$ cat src/rtl/image_place.sv
// image_place: scans a fixed video raster and fills a latched rectangular window with
// pixels from a FWFT FIFO. Define IMAGE_PLACE_UNDERFLOW_FLAG_EN to build the sticky underflow flag.
module image_place #(
    parameter int          H_DISP     = 1920,
    parameter int          H_FP       = 88,
    parameter int          H_SYNC     = 44,
    parameter int          H_BP       = 148,
    parameter int          V_DISP     = 1080,
    parameter int          V_FP       = 4,
    parameter int          V_SYNC     = 5,
    parameter int          V_BP       = 36,
    parameter logic [23:0] BORDER_RGB = 24'h000000
) (
    input  logic        clk,
    input  logic        rst,
    input  logic        en,
    input  logic [10:0] start_x,
    input  logic [10:0] start_y,
    input  logic [10:0] end_x,
    input  logic [10:0] end_y,
    input  logic        fifo_empty,
    input  logic [23:0] fifo_data,
    output logic        fifo_rd,
    output logic        hs_o,
    output logic        vs_o,
    output logic        de_o,
    output logic [23:0] rgb_o,
    output logic        underflow
);
    localparam logic [11:0] H_LAST = 12'(H_DISP + H_FP + H_SYNC + H_BP - 1);
    localparam logic [11:0] V_LAST = 12'(V_DISP + V_FP + V_SYNC + V_BP - 1);
    localparam logic [11:0] H_ACT  = 12'(H_DISP);
    localparam logic [11:0] V_ACT  = 12'(V_DISP);
    localparam logic [11:0] HS_BEG = 12'(H_DISP + H_FP);
    localparam logic [11:0] HS_END = 12'(H_DISP + H_FP + H_SYNC);
    localparam logic [11:0] VS_BEG = 12'(V_DISP + V_FP);
    localparam logic [11:0] VS_END = 12'(V_DISP + V_FP + V_SYNC);

    typedef enum logic [1:0] {
        IDLE   = 2'd0,
        ARMED  = 2'd1,
        ACTIVE = 2'd2
    } state_t;

    state_t      state_q;
    logic [11:0] h_cnt_q, v_cnt_q;
    logic [10:0] sx_q, sy_q, ex_q, ey_q;
    logic        de_q, hs_q, vs_q;
    logic [23:0] rgb_q;

    logic        running, frame_start, h_last, v_last;
    logic        in_active, in_window, win_pix;
    logic [10:0] sx_w, sy_w, ex_w, ey_w;
    logic        de_d, hs_d, vs_d;
    logic [23:0] rgb_d;

    // On the first cycle of every frame the live window inputs are used directly,
    // so the registers latched on that same cycle never lag the pixel at (0,0).
    always_comb begin
        running     = (state_q == ACTIVE);
        frame_start = running && (h_cnt_q == 12'd0) && (v_cnt_q == 12'd0);
        sx_w        = frame_start ? start_x : sx_q;
        sy_w        = frame_start ? start_y : sy_q;
        ex_w        = frame_start ? end_x   : ex_q;
        ey_w        = frame_start ? end_y   : ey_q;
        h_last      = (h_cnt_q == H_LAST);
        v_last      = (v_cnt_q == V_LAST);
        in_active   = running && (h_cnt_q < H_ACT) && (v_cnt_q < V_ACT);
        in_window   = (h_cnt_q >= {1'b0, sx_w}) && (h_cnt_q < {1'b0, ex_w}) &&
                      (v_cnt_q >= {1'b0, sy_w}) && (v_cnt_q < {1'b0, ey_w});
        win_pix     = in_active && in_window;
        fifo_rd     = win_pix && !fifo_empty && !rst;
        de_d        = in_active;
        hs_d        = running && (h_cnt_q >= HS_BEG) && (h_cnt_q < HS_END);
        vs_d        = running && (v_cnt_q >= VS_BEG) && (v_cnt_q < VS_END);
        rgb_d       = '0;
        if (fifo_rd) begin
            rgb_d = fifo_data;
        end else if (in_active) begin
            rgb_d = BORDER_RGB;
        end
    end

    always_ff @(posedge clk) begin
        if (rst) begin
            state_q <= IDLE;
            h_cnt_q <= '0;
            v_cnt_q <= '0;
            sx_q    <= '0;
            sy_q    <= '0;
            ex_q    <= '0;
            ey_q    <= '0;
            de_q    <= 1'b0;
            hs_q    <= 1'b0;
            vs_q    <= 1'b0;
            rgb_q   <= '0;
        end else begin
            de_q  <= de_d;
            hs_q  <= hs_d;
            vs_q  <= vs_d;
            rgb_q <= rgb_d;
            if (frame_start) begin
                sx_q <= start_x;
                sy_q <= start_y;
                ex_q <= end_x;
                ey_q <= end_y;
            end
            case (state_q)
                IDLE: begin
                    if (en) state_q <= ARMED;
                end
                ARMED: begin
                    if (!en) begin
                        state_q <= IDLE;
                    end else if (!fifo_empty) begin
                        state_q <= ACTIVE;
                    end
                end
                ACTIVE: begin
                    // Raster never stalls: FIFO state only affects pixel content.
                    if (h_last) begin
                        h_cnt_q <= '0;
                        if (v_last) begin
                            v_cnt_q <= '0;
                            if (!en) state_q <= IDLE;
                        end else begin
                            v_cnt_q <= v_cnt_q + 12'd1;
                        end
                    end else begin
                        h_cnt_q <= h_cnt_q + 12'd1;
                    end
                end
                default: state_q <= IDLE;
            endcase
        end
    end

    assign de_o  = de_q;
    assign hs_o  = hs_q;
    assign vs_o  = vs_q;
    assign rgb_o = rgb_q;

`ifdef IMAGE_PLACE_UNDERFLOW_FLAG_EN
    logic underflow_q;
    logic uf_evt;

    assign uf_evt = win_pix && fifo_empty;

    always_ff @(posedge clk) begin
        if (rst) begin
            underflow_q <= 1'b0;
        end else if (uf_evt) begin
            underflow_q <= 1'b1;
        end
    end

    assign underflow = underflow_q;
`else
    assign underflow = 1'b0;
`endif

endmodule

$ cat config.mk
export PLATFORM = sky130hd
export DESIGN_NAME = image_place
export DESIGN_NICKNAME = d
export VERILOG_FILES = /design/src/rtl/image_place.sv
export SDC_FILE = /design/constraint.sdc
export NUM_CORES = 1
export LEC_CHECK = 0
export CAP_MARGIN = 20
export CORE_UTILIZATION = 30
export DETAILED_ROUTE_END_ITERATION = 8
export HOLD_SLACK_MARGIN = 0.02
export PLACE_DENSITY = 0.51
export SKIP_CTS_REPAIR_TIMING = 1
export SLEW_MARGIN = 40
export SYNTH_ARGS = -nofsm -noshare
export SYNTH_HDL_FRONTEND = slang
export SYNTH_SLANG_ARGS = --single-unit
$ cat constraint.sdc
create_clock -name clk -period 7.1 [get_ports clk]
set_input_delay 1.42 -clock clk [delete_from_list [all_inputs] [get_ports clk]]
set_output_delay 1.42 -clock clk [all_outputs]
set_load 0.03 [all_outputs]
==> results of run 1 <==
==> state kept, by name (all words and copies together), names as in the netlist <==
signal	flops
ey_q	11
state_q	2
h_cnt_q	12
v_cnt_q	12
sx_q	11
sy_q	11
ex_q	11
hs_o	1
de_o	1
vs_o	1
rgb_o	24
==> cell families (layout without fill, tap and decap cells) <==
kind of cell | after synthesis | count (layout) | synth area share (%)
and+or+nand+nor | 211 | 211 | 23.0
muxes | 41 | 41 | 8.93
adders and majority gates | 46 | 46 | 12.5
DFF | 97 | 97 | 42.3
other | 1 | 1 | 0.0816
AOI/OAI and AO/OA | 50 | 50 | 7.16
buffers and inverters | 24 | 126 | 2.45
xor gates and xnor gates | 19 | 19 | 3.62
==> worst max-delay path, cell delays in order (launching register included) <==
cell,delay (ns)
dfxtp_1,0.39
or4_4,0.59
nor3_1,0.52
nand2_2,0.10
buf_4,0.30
mux2i_1,0.37
ha_1,0.31
nand2b_1,0.08
o211ai_1,0.11
a211oi_1,0.35
o221ai_1,0.27
nor4_4,0.59
buf_6,0.22
clkdlybuf4s50_1,0.67
==> path summary, 6_finish.rpt <==
| kind | start | end | depth (start not counted) |
|---|---|---|---|
| max | h_cnt_q[3] | fifo_rd | 13 |
| min | ex_q[0] | ex_q[0] | 2 |
| max reg2reg | h_cnt_q[3] | rgb_o[22] | 13 |
| min reg2reg | ex_q[0] | ex_q[0] | 2 |
==> routing by layer <==
layer | vias to the layer above | wire, µm | GRT usage [%]
li1 | 1898 | - | -
met1 | 1749 | 5640 | 20.2
met2 | 73 | 5830 | 27.1
met3 | 7 | 456 | 3.23
met4 | 0 | 104 | 4.75
met5 | - | 0 | 0
==> cell type report <==
class | instances | area, µm²
clock buffers | 11 | 253
clock inverters | 5 | 86.3
fillers | 1486 | 8650
inverters | 6 | 22.5
multi-input cells | 368 | 2540
flip-flops and latches | 97 | 1940
well taps | 184 | 230
repair buffers | 104 | 1030
==> cell usage after synthesis, drive strengths merged, types with 6 or more instances <==
cell    instances  share of area [%]
a21oi          19                2.1
ha             46                 13
xnor2           6                1.1
and3            6               0.82
buf             6               0.98
nor2           76                6.2
a211oi          6               0.98
xor2           13                2.5
nor3           10                1.1
nand3          13                1.4
dfxtp          97                 42
inv             6               0.49
nand2          38                3.1
mux2i          41                8.9
nand2b          6               0.82
clkbuf         12               0.98
nand4           6               0.82
and2           25                3.4
==> power breakdown <==
| part | internal (mW) | leakage, nW | switching, mW |
|---|---|---|---|
| logic | 0.0534 | 1.71 | 0.0399 |
| clock network | 0.330 | 0.166 | 0.211 |
| registers | 0.549 | 0.782 | 0.00217 |
| total | 0.933 | 2.66 | 0.254 |
==> results.yml, run 1 <==
run_status:
  status: "finished clean"
final_layout:
  mostFrequentLayoutCells: "clkdlybuf4s50_1 (98), dfxtp_1 (97), nor2_1 (76), ha_1 (46), mux2i_1 (41)"
  syn_to_final_growth_pct: 32.9
  design_area_um2: 6110
  drive_gt1_share_pct: 5.25
  fin_nets: 704
  layout_commonest_cell: "clkdlybuf4s50_1"
  instances_no_fill: 775
  num_antenna_cells: 0
  final_core_util_pct: 41.4
sta:
  holdWs_ns: 0.458
  setup_viol: 0
  fin_ws_ns: 0.431
  worst_pin_slew_ns: 0.835
  fin_tns_setup_ns: 0
  fin_crit_ns: 6.67
  period_share_pct: 93.9
  finalHoldViolations: 0
  max_slew_margin_pct: 44.2
  drv_slew: 0
  skew_ns: 0.00737
  fmax_ghz: 0.150
  rsz0062_at_grt: "no"
detailed_routing:
  drc: 0
  wl_per_cell_um: 15.5
  ant_nets: 0
  firstDrtPassIters: 4
  num_vias: 3727
  first_iter_violations: 170
  drt_wl_total_um: 12000
  via_per_inst: 4.81
clock_network:
  clk_pin_slew_worst_paths_ns: 0.07
  worstSkewPairLatency_ns: 0.34
  cts_buffers: 9
  cts_sinks: 97
  clk_path_buf_depth: 2
  clockRootBuffer: "clkbuf_16"
  cts_max_level: 3
  cts_tree: "done"
pwr:
  vdd_drop_max_uv: 115
  power_density_nw_per_um2: 194
  power_leakage_nw: 2.66
  power_mw: 1.19
logic_synthesis:
  syn_avg_cell_area_um2: 9.40
  synth_edf_count: 0
  synth_nets: 607
  syn_inst: 489
  ys.flop_type: "dfxtp_1"
  ys_ff_latch: 97
  yosysWarnings: 0
  async_reset_ff_share_pct: 0
  netlist_area_um2: 4600
  synth_cell_type_count: 47
  yosysSeqAreaShare_pct: 42.3
grt:
  grt_pass1_vias: 3769
  grt_usage_pct: 15.9
  antenna_found_initial: 0
  grt_pass1_wl_um: 19600
  grt_max_degree: 55
  overflow: 0
placement:
  placed_area_um2: 5770
  port-buffer-count: 99
  gp_congestion: 0.853
  dp_hpwl_um: 9250
  pre_cts_ws_ns: 0.825
  placedCellCount: 759
worst_setup_path:
  required_ns: 5.68
  endpoint_kind: "primary output"
  ff2ff_setup_slack_ns: 2.68
  path_class: "reg -> out"
  worstPathMaxFanout: 29
  start_kind: "flip-flop"
  arrival_ns: 5.25
die:
  initial_core_util_pct: 31.1
  io-pin-count: 101
  die-width_um: 126
  rows: 44
  fp.dieH_um: 126
  core_um2: 14800
  dieArea_um2: 15800
min_path:
  hold_path_class: "reg -> reg"
job:
  drv_cap: 0
(Power assumes the default switching activity.)
==> run 2, diff against run 1 <==
- CTS_CLUSTER_DIAMETER: unset -> 200
- DONT_BUFFER_PORTS: unset -> 1
- PLACE_DENSITY: 0.51 -> 0.43
==> results.yml, run 2 (synthesis gave the netlist of run 1 again) <==
sta:
  fin_crit_ns: 5.79
  finalHoldViolations: 0
  fin_tns_setup_ns: 0
  setup_viol: 0
  max_slew_margin_pct: 60.0
  skew_ns: 0.00814
  worst_pin_slew_ns: 0.592
  rsz0062_at_grt: "no"
  drv_slew: 0
  fin_ws_ns: 1.31
  period_share_pct: 81.6
  fmax_ghz: 0.173
min_path:
  min_to: "sx_q[0]"
  min_from: "sx_q[0]"
  whs_path_depth: 2
  hold_path_class: "reg -> reg"
die:
  die-width_um: 126
  rows: 44
  dieArea_um2: 15800
  io-pin-count: 101
  core_um2: 14800
  initial_core_util_pct: 31.1
  fp.dieH_um: 126
detailed_routing:
  firstDrtPassIters: 5
  drt_wl_total_um: 11300
  wl_per_cell_um: 16.7
  drc: 0
  first_iter_violations: 164
  num_vias: 3280
  via_per_inst: 4.86
  ant_nets: 0
clock_network:
  clk_pin_slew_worst_paths_ns: 0.07
  cts_tree: "done"
  cts_sinks: 97
  clockRootBuffer: "clkbuf_16"
  clk_path_buf_depth: 2
  cts_buffers: 9
  worstSkewPairLatency_ns: 0.35
  cts_max_level: 3
final_layout:
  fin_nets: 604
  layout_commonest_cell: "dfxtp_1"
  drive_gt1_share_pct: 6.11
  num_antenna_cells: 0
  mostFrequentLayoutCells: "dfxtp_1 (97), nor2_1 (76), ha_1 (46), mux2i_1 (41), nand2_1 (37)"
  largest_reg_flops: 24
  syn_to_final_growth_pct: 11.0
placement:
  port-buffer-count: 0
  dp_hpwl_um: 8680
  gp_congestion: 0.794
  pre_cts_ws_ns: 1.67
worst_setup_path:
  slowest_stage: "or4_4"
  endpoint_kind: "primary output"
  reg2reg_depth: 13
  path_class: "reg -> out"
  path_delay_family: "simple AND/OR/NAND/NOR gates"
  arrival_ns: 4.37
  crit_buf_inv: 2
  ff2ff_setup_slack_ns: 2.79
  start_kind: "flip-flop"
  cpMostUsedCell: "nor3_1"
  r2r_end: "rgb_o[9]"
  required_ns: 5.68
  worstPathMaxFanout: 25
  r2r_start: "h_cnt_q[3]"
  crit_chain: "or4_4 > nor3_1 > nand2_2 > buf_4 > mux2i_1 > ha_1 > nand4b_1 > nor3_1 > o211ai_1 > nor3_1 > nor4_4 > buf_4"
  slowest_delay_ns: 0.59
pwr:
  power_mw: 1.13
  power_leakage_nw: 2.27
  vdd_drop_max_uv: 119
  power_density_nw_per_um2: 222
grt:
  grt_pass1_wl_um: 18000
  grt_max_degree: 55
  grt_usage_pct: 14.9
  grt_pass1_vias: 3272
  overflow: 0
  antenna_found_initial: 0
job:
  drv_cap: 0
run_status:
  status: "finished clean"
==> run 2: changes by cell type in the layout (fill, tap and decap cells not counted), sizes merged <==
cell	delta
buf	-2
clkdlybuf4s50	-98
clkinvlp	+1
inv	-1
==> run 2: tightest hold or removal path, delay by kind of cell, from the launching register on <==
family	cells	cell delay, ns
AO/OA/AOI/OAI	1	0.06
AND/OR/NAND/NOR	1	0.06
flip-flops	1	0.30
==> run 2: metal layers <==
layer  share of wire (%)  global-route usage [%]
met5                   0                       0
met2                  50                    25.6
met3                 4.2                    4.42
met4                 1.2                    4.89
met1                  45                    17.8
==> run 2: final cells by class <==
class                           instances  area (µm²)
Fill cell                            1536        9650
Timing Repair Buffer                    4        30.0
Tap cell                              184         230
Clock buffer                           11         253
Multi-Input combinational cell        368        2550
Inverter                                6        22.5
Sequential cell                        97        1940
Clock inverter                          5        77.6
==> run 2: how the worst max path moves through the flow <==
stage	slack [ns]	startpoint	cells after the start	endpoint
global placement	1.66	h_cnt_q[3]	12	fifo_rd
global route	0.93	h_cnt_q[3]	12	fifo_rd
floorplan	2.24	h_cnt_q[3]	11	fifo_rd
CTS	1.25	h_cnt_q[3]	12	fifo_rd
detailed placement	1.67	h_cnt_q[3]	12	fifo_rd
finish	1.31	h_cnt_q[3]	12	fifo_rd
==> run 2: through the flow <==
step	cells	area, µm²	hold WS, ns	util, %
after floorplan	489	4600	0.432	-
after global placement	659	4770	0.444	32.3
after detailed placement	659	4770	0.450	32.3
after CTS	675	5100	0.459	34.6
after global routing	675	5100	0.493	34.6
final	675	5100	0.459	34.6
==> run 2: power breakdown <==
| part | switching [mW] | internal [mW] |
|---|---|---|
| Sequential | 0.00259 | 0.549 |
| Combinational | 0.0289 | 0.0196 |
| Clock | 0.208 | 0.326 |
==> run 3, diff against run 2 <==
- PLACE_DENSITY: 0.43 -> 0.44
- clock period: 7.1 -> 5.3 ns (I/O delays scaled with it)
==> results.yml, run 3 (synthesis gave the netlist of run 1 again) <==
run_status:
  status: "finished clean"
clock_network:
  cts_tree: "done"
  cts_max_level: 3
  clockRootBuffer: "clkbuf_16"
  clk_pin_slew_worst_paths_ns: 0.07
  cts_sinks: 97
  worstSkewPairLatency_ns: 0.35
  cts_buffers: 9
  clk_path_buf_depth: 2
grt:
  grt_pass1_wl_um: 19000
  grt_usage_pct: 15.8
  antenna_found_initial: 0
  grt_max_degree: 55
  overflow: 0
  grt_pass1_vias: 3480
min_path:
  min_to: "ey_q[0]"
  hold_path_class: "reg -> reg"
  whs_path_depth: 2
  min_from: "ey_q[0]"
final_layout:
  mostFrequentLayoutCells: "dfxtp_1 (97), nor2_1 (76), ha_1 (46), mux2i_1 (39), nand2_1 (37)"
  layout_commonest_cell: "dfxtp_1"
  instances_no_fill: 700
  fillCellCount: 1527
  final_core_util_pct: 36.3
  design_area_um2: 5360
  syn_to_final_growth_pct: 16.7
  drive_gt1_share_pct: 11.7
  largest_reg_flops: 24
  fin_nets: 628
die:
  rows: 44
  fp.dieH_um: 126
  core_um2: 14800
  dieArea_um2: 15800
  initial_core_util_pct: 31.1
  io-pin-count: 101
  die-width_um: 126
sta:
  fin_crit_ns: 5.09
  drv_slew: 0
  rsz0062_at_grt: "no"
  fmax_ghz: 0.197
  finalHoldViolations: 0
  skew_ns: 0.0101
  fin_tns_setup_ns: 0
  worst_pin_slew_ns: 0.603
  period_share_pct: 96.0
  max_slew_margin_pct: 59.5
  setup_viol: 0
worst_setup_path:
  slowest_stage: "a222oi_1"
  endpoint_kind: "primary output"
  worstPathMaxFanout: 7
  ff2ff_setup_slack_ns: 1.27
  path_delay_family: "simple AND/OR/NAND/NOR gates"
  arrival_ns: 4.03
  crit_buf_inv: 5
  required_ns: 4.24
  crit_chain: "inv_1 > ha_1 > nor4b_4 > buf_4 > and4_2 > nand2_4 > buf_6 > mux2i_2 > ha_1 > nand4b_1 > nor3_1 > a222oi_1 > o211ai_1 > nor4_4 > buf_4 > buf_6"
  r2r_start: "v_cnt_q[0]"
  start_kind: "flip-flop"
  path_class: "reg -> out"
  r2r_end: "rgb_o[21]"
  slowest_delay_ns: 0.55
  reg2reg_depth: 18
pwr:
  power_mw: 1.56
  vdd_drop_max_uv: 152
  power_density_nw_per_um2: 291
  power_leakage_nw: 2.42
placement:
  placedCellCount: 680
  port-buffer-count: 0
  gp_congestion: 0.797
  dp_hpwl_um: 9220
  placed_area_um2: 4940
detailed_routing:
  wl_per_cell_um: 17.2
  drt_wl_total_um: 12000
  drc: 0
  first_iter_violations: 181
  firstDrtPassIters: 5
  num_vias: 3447
  ant_nets: 0
  via_per_inst: 4.92
job:
  drv_cap: 0
## run 3: how the worst max path moves through the flow
stage / startpoint / end / slack (ns) / cells after the start
CTS: v_cnt_q[0] / fifo_rd / -0.008 / 15
detailed placement: v_cnt_q[0] / fifo_rd / 0.44 / 15
finish: v_cnt_q[0] / fifo_rd / 0.21 / 16
floorplan: h_cnt_q[3] / fifo_rd / 0.80 / 11
global placement: v_cnt_q[0] / fifo_rd / 0.08 / 14
global route: v_cnt_q[0] / fifo_rd / 0.04 / 16
## run 3: power breakdown
group	internal [mW]	switching, mW
clock	0.461	0.291
sequential	0.735	0.00332
combinational	0.0294	0.0394
## run 3: final cells by class
class,instances,area (µm²),area share (%)
Antenna cell,1,2.50,0.0467
Clock buffer,9,225,4.20
Clock inverter,7,119,2.22
Inverter,6,22.5,0.420
Multi-Input combinational cell,368,2590,48.3
Sequential cell,97,1940,36.2
Tap cell,184,230,4.29
Timing Repair Buffer,28,234,4.36
## run 3: worst register-to-register path, stage by stage, from the launching register on
cell and delay [ns]:
dfxtp_1 0.31, inv_1 0.12, ha_1 0.19, nor4b_4 0.22, buf_4 0.15, and4_2 0.27
nand2_4 0.11, buf_6 0.18, mux2i_2 0.21, ha_1 0.28, nand4b_1 0.15, nor3_1 0.11
a222oi_1 0.55, o211ai_1 0.26, nor4_4 0.24, buf_4 0.17, buf_6 0.14, buf_6 0.15
and2_1 0.14
## run 3: per-layer routing
layer  up-vias  share of wire, %  track usage [%]  routed length (µm)
met5         -                 0                0                   0
met4         0               1.5             4.54                 177
met3        12               6.1             5.90                 736
met1      1619                44             18.7                5260
li1       1748                 -                -                   -
met2        68                49             26.8                5870
## run 3: stage by stage
stage               hold WS, ns  setup slack [ns]
floorplan                 0.432             0.798
global placement          0.440            0.0759
detailed placement        0.445             0.437
CTS                       0.455          -0.00800
global route              0.495            0.0417
finish                    0.453             0.214
